File: src/rtl/pf_req_queue.sv
// rtl/pf_req_queue.sv - prefetch request queue between the data prefetch predictor and the L2 cache
module pf_req_queue #(
    parameter int ADDR_WIDTH  = 32,
    parameter int DEPTH       = 4,
    parameter int HIST        = 4,
    parameter int LINE_OFFSET = 6
) (
    input  logic                  clk,
    input  logic                  rst,
    input  logic                  flush,
    input  logic                  in_req,
    input  logic [ADDR_WIDTH-1:0] in_addr,
    input  logic [ADDR_WIDTH-1:0] in_pc,
    input  logic [5:0]            in_pdch,
    input  logic                  dmd_valid,
    input  logic [ADDR_WIDTH-1:0] dmd_addr,
    output logic                  pf_valid,
    input  logic                  pf_ready,
    output logic [ADDR_WIDTH-1:0] pf_addr,
    output logic [ADDR_WIDTH-1:0] pf_pc,
    output logic [5:0]            pf_pdch,
    output logic                  q_full,
    output logic                  q_empty,
    output logic [15:0]           drop_cnt
);

    localparam int PW = (DEPTH > 1) ? $clog2(DEPTH) : 1;
    localparam int CW = $clog2(DEPTH) + 1;
    localparam int HW = (HIST > 1) ? $clog2(HIST) : 1;

    localparam logic [CW-1:0] DEPTH_C = CW'(DEPTH);
    localparam logic [ADDR_WIDTH-1:0] LINE_MASK =
        ~((ADDR_WIDTH'(1) << LINE_OFFSET) - ADDR_WIDTH'(1));

    // Queue storage: the valid bit doubles as the cancel flag for demand-covered lines
    logic [DEPTH-1:0]      e_valid;
    logic [ADDR_WIDTH-1:0] e_line [DEPTH];
    logic [ADDR_WIDTH-1:0] e_pc   [DEPTH];
    logic [5:0]            e_pdch [DEPTH];

    logic [PW-1:0] head;
    logic [PW-1:0] tail;
    logic [CW-1:0] count;

    // Recently issued lines, overwritten oldest-first
    logic [HIST-1:0]       h_valid;
    logic [ADDR_WIDTH-1:0] h_line [HIST];
    logic [HW-1:0]         h_ptr;

    logic [ADDR_WIDTH-1:0] in_line;
    logic [ADDR_WIDTH-1:0] dmd_line;
    logic                  head_valid;
    logic                  pop;
    logic                  retire;
    logic                  room;
    logic                  q_hit;
    logic                  h_hit;
    logic                  d_hit;
    logic                  dup;
    logic                  push;
    logic                  drop;
    logic [DEPTH-1:0]      cancel;
    logic [DEPTH-1:0]      e_valid_nxt;

    assign in_line    = in_addr & LINE_MASK;
    assign dmd_line   = dmd_addr & LINE_MASK;
    assign head_valid = e_valid[head];

    // Outputs are driven only from registered state, so in_* never reaches pf_* in the same cycle
    assign pf_valid = (count != '0) && head_valid;
    assign pf_addr  = e_line[head];
    assign pf_pc    = e_pc[head];
    assign pf_pdch  = e_pdch[head];
    assign q_full   = (count == DEPTH_C);
    assign q_empty  = (count == '0);

    assign pop    = pf_valid && pf_ready;
    assign retire = (count != '0) && !head_valid;
    assign room   = (count != DEPTH_C) || pop || retire;

    // Redundancy filter: queued, recently issued, or covered by the demand access this cycle
    always_comb begin
        q_hit = 1'b0;
        h_hit = 1'b0;
        for (int i = 0; i < DEPTH; i++) begin
            if (e_valid[i] && (e_line[i] == in_line)) begin
                q_hit = 1'b1;
            end
        end
        for (int j = 0; j < HIST; j++) begin
            if (h_valid[j] && (h_line[j] == in_line)) begin
                h_hit = 1'b1;
            end
        end
        d_hit = dmd_valid && (dmd_line == in_line);
        dup   = q_hit || h_hit || d_hit;
        push  = in_req && !dup && room && !flush;
        drop  = in_req && !dup && !room && !flush;
    end

    // Next valid vector: demand cancel of non-head entries, then pop clear, then push set
    always_comb begin
        cancel = '0;
        for (int i = 0; i < DEPTH; i++) begin
            if (dmd_valid && e_valid[i] && (e_line[i] == dmd_line) && (head != PW'(i))) begin
                cancel[i] = 1'b1;
            end
        end
        e_valid_nxt = e_valid & ~cancel;
        if (pop) begin
            e_valid_nxt[head] = 1'b0;
        end
        if (push) begin
            e_valid_nxt[tail] = 1'b1;
        end
    end

    // Queue pointers, occupancy, entry payloads and the drop counter
    always_ff @(posedge clk or posedge rst) begin
        if (rst) begin
            head     <= '0;
            tail     <= '0;
            count    <= '0;
            e_valid  <= '0;
            drop_cnt <= '0;
            for (int i = 0; i < DEPTH; i++) begin
                e_line[i] <= '0;
                e_pc[i]   <= '0;
                e_pdch[i] <= '0;
            end
        end else if (flush) begin
            head    <= '0;
            tail    <= '0;
            count   <= '0;
            e_valid <= '0;
        end else begin
            e_valid <= e_valid_nxt;
            if (push) begin
                e_line[tail] <= in_line;
                e_pc[tail]   <= in_pc;
                e_pdch[tail] <= in_pdch;
                tail         <= tail + PW'(1);
            end
            if (pop || retire) begin
                head <= head + PW'(1);
            end
            if (push && !(pop || retire)) begin
                count <= count + CW'(1);
            end else if (!push && (pop || retire)) begin
                count <= count - CW'(1);
            end
            if (drop && (drop_cnt != 16'hFFFF)) begin
                drop_cnt <= drop_cnt + 16'd1;
            end
        end
    end

    // Issued-line history, written on every completed handshake
    always_ff @(posedge clk or posedge rst) begin
        if (rst) begin
            h_valid <= '0;
            h_ptr   <= '0;
            for (int j = 0; j < HIST; j++) begin
                h_line[j] <= '0;
            end
        end else if (flush) begin
            h_valid <= '0;
            h_ptr   <= '0;
        end else if (pop) begin
            h_line[h_ptr]  <= e_line[head];
            h_valid[h_ptr] <= 1'b1;
            if (h_ptr == HW'(HIST - 1)) begin
                h_ptr <= '0;
            end else begin
                h_ptr <= h_ptr + HW'(1);
            end
        end
    end

endmodule

File: config.mk
export PLATFORM = sky130hd
export DESIGN_NAME = pf_req_queue
export DESIGN_NICKNAME = d
export VERILOG_FILES = /design/src/rtl/pf_req_queue.sv
export SDC_FILE = /design/constraint.sdc
export NUM_CORES = 1
export LEC_CHECK = 0
export BUFFER_PORTS_ARGS = -buffer_cell sky130_fd_sc_hd__buf_2
export CORE_MARGIN = 10
export CORE_UTILIZATION = 55
export DETAILED_ROUTE_END_ITERATION = 16
export GPL_TIMING_DRIVEN = 0
export PLACE_DENSITY = 0.8
export RECOVER_POWER = 25
export SLEW_MARGIN = 20
export SYNTH_ARGS = -nofsm -noshare
export SYNTH_HDL_FRONTEND = slang
export SYNTH_SLANG_ARGS = --single-unit
File: constraint.sdc
create_clock -name clk -period 11.6 [get_ports clk]
set_input_delay 1.74 -clock clk [delete_from_list [all_inputs] [get_ports clk]]
set_output_delay 1.74 -clock clk [all_outputs]
set_load 0.005 [all_outputs]
==> reports/metrics.cfg <==
[run_status]
status = complete, but fails checks
failed_checks = capacitance limit, slew limit

[timing]
hold_slack_ns = 0.489
max_slew_margin_pct = -24.2
setup_violations = 0
worstMarginPinSlew_ns = 1.86
fin_crit_sh_pct = 53.4
slew_violations = 164
fmax_ghz = 0.161
fin_skew_ns = 0.0323
finalSetupTns_ns = 0
rsz0062_at_grt = false
setup_ws_ns = 5.40
min_period_ns = 6.20
hold_viol_final = 0

[synthesis]
synth.most_common_cell = dfrtp_1
synth_top_area_share_pct = 44.5
synth_ff_type = dfrtp_1
synth_cell_types = 51
ys_ff_latch = 393
synth_edf_count = 0
syn-cell-area_sq_um = 22100
synth.avg_cell_area_sq_um = 14.1
synth-async-reset-ratio_pct = 100
syn-instance-count = 1569
synth.area.top_cells = dfrtp_1, mux2_4, xnor2_1, mux2_2, mux4_2
synth_seq_area_share_pct = 44.5
synth_top_cells_by_count = dfrtp_1, xnor2_1, mux2_4, mux2_2, xor2_1
synth_top_area_cell = dfrtp_1
yosysWarnings = 0

[clocking]
post_cts_buffers = 0
clk_pin_slew_worst_paths_ns = 0.05
cts_buffers = 44
ctsResizeCount = 0
cts.sink_count = 393
htree_num_levels = 2
cts_tree = built
clk_path_buf_depth = 3
root_buffer = clkbuf_16
insertion_delay_ns = 0.59
cts_hold_buffers = 0

[setup_path]
start_kind = primary input
path_class = primary input to async pin
arrival_ns = 6.96
worst-path-max-fanout = 34
endpoint_kind = async pin
worstPathRequired_ns = 12.36

[placed_design]
place_worst_setup_slack_ns = 6.51
port_buffers = 125
gp_congestion = 1.08
hpwl_mm = 49.7

[global_routing]
grt_pass1_wl_mm = 97.6
first_global_vias = 14600
grt_usage_pct = 27.2
antenna_found_initial = 3
grt_max_degree = 38
overflow = 0

[drt]
drt_iter0_drc = 1242
firstDrtPassIters = 5
wirelength_mm = 65.8
vias = 13800
avgRoutedWirePerCell_um = 28.4
drtAntennaViolNets = 0
via_per_inst = 5.96
drcViolationCount = 0

[job]
maxCapViolCount = 5

[power_and_ir_drop]
power_uw = 5730
p_leak_uw = 0.0109
peakVddDrop_mv = 0.167
power.density_nw_per_um2 = 228

[floorplan]
die_area_sq_um = 48600
floorplan.initialDensity_pct = 55.6
fp.dieH_um = 220
die_w_um = 220
ios = 197
core_sq_um = 39700
placement_rows = 73

[final_layout]
syn_to_final_growth_pct = 13.6
nets = 1879
drive_gt1_share_pct = 42.1
post-route-util_pct = 63.2

[worst_hold_path]
holdCritPathClass = register to register

state kept, by name, summed over array words and instances (netlist names):
| register | cells |
|---|---|
| tail | 2 |
| e_pdch | 24 |
| count | 3 |
| h_valid | 4 |
| e_valid | 4 |
| h_ptr | 2 |
| e_pc | 128 |
| h_line | 104 |
| e_line | 104 |
| head | 2 |
| drop_cnt | 16 |
metal layers:
metal,track usage [%],routed length [um],vias up
li1,-,-,5875
met1,35.9,27600,7292
met2,43.6,31200,492
met3,4.67,4100,151
met4,11.7,2880,4
met5,0,32,-
stage by stage:
stage | std cells | area, sq um
after floorplan | 1574 | 22100
after global placement | 2224 | 23400
after detailed placement | 2236 | 23600
after CTS | 2315 | 25200
after global routing | 2315 | 25100
final | 2317 | 25100
layout make-up:
type	instances	area (sq um)
inverter	18	68.8
sequential	393	9830
timing repair buffer	137	752
fill	2999	14600
antenna	2	5.00
multi-input combinational	1025	11000
clock buffer	57	1250
buffer	138	1240
clock inverter	22	310
tap	525	657
cell families (layout without fill, tap and decap cells):
family	Yosys count	after routing	share of synthesized area [%]
xor gates and xnor gates	355	355	14.1
other	1	8	0.0170
DFF	393	393	44.5
muxes	430	430	28.5
and+or+nand+nor	193	193	5.15
buffers and inverters	156	372	5.90
AOI/OAI and AO/OA	27	27	0.929
adders and majority gates	14	14	0.827
where the power goes:
| part | total [uW] | internal, uW | leakage (uW) | switching (uW) |
|---|---|---|---|---|
| clock | 1520 | 919 | 0.000761 | 599 |
| combinational | 2060 | 1100 | 0.00510 | 958 |
| sequential | 2160 | 1770 | 0.00506 | 391 |
worst paths after layout:
path,slack [ns],cells past startpoint,from,endpoint
min reg2reg,0.49,1,drop_cnt[6],drop_cnt[6]
min in group asynchronous,1.43,2,rst,e_pc[71]
min,0.49,1,drop_cnt[6],drop_cnt[6]
max reg2reg,7.40,9,head[1],e_valid[0]
max,5.40,7,rst,drop_cnt[10]
max in group clk,5.88,5,head[1],pf_pc[30]
layout by cell type, fill, tap and decap left out, types with 13 or more instances in the layout:
| master | Yosys | final |
|---|---|---|
| nor3_1 | 25 | 25 |
| nand3_1 | 21 | 21 |
| nand2_1 | 15 | 15 |
| buf_12 | 24 | 29 |
| inv_1 | 18 | 17 |
| buf_6 | 29 | 29 |
| ha_1 | 13 | 13 |
| nand4_1 | 70 | 70 |
| mux2_4 | 196 | 196 |
| clkbuf_1 | 29 | 40 |
| nor2_1 | 19 | 19 |
| mux4_2 | 65 | 65 |
| mux2_2 | 166 | 166 |
| nor4_1 | 19 | 19 |
| buf_4 | 17 | 17 |
| dfrtp_1 | 393 | 393 |
| xor2_1 | 76 | 76 |
| xnor2_1 | 277 | 277 |
| clkbuf_16 | 0 | 45 |
| buf_2 | 29 | 154 |
critical path: stages:
cell	delay (ns)
buf_2	0.10
clkinvlp_2	0.74
clkbuf_1	1.24
clkbuf_1	1.39
clkbuf_1	1.12
buf_12	0.31
buf_12	0.25
Note: power is estimated with default switching activity, not from simulation.
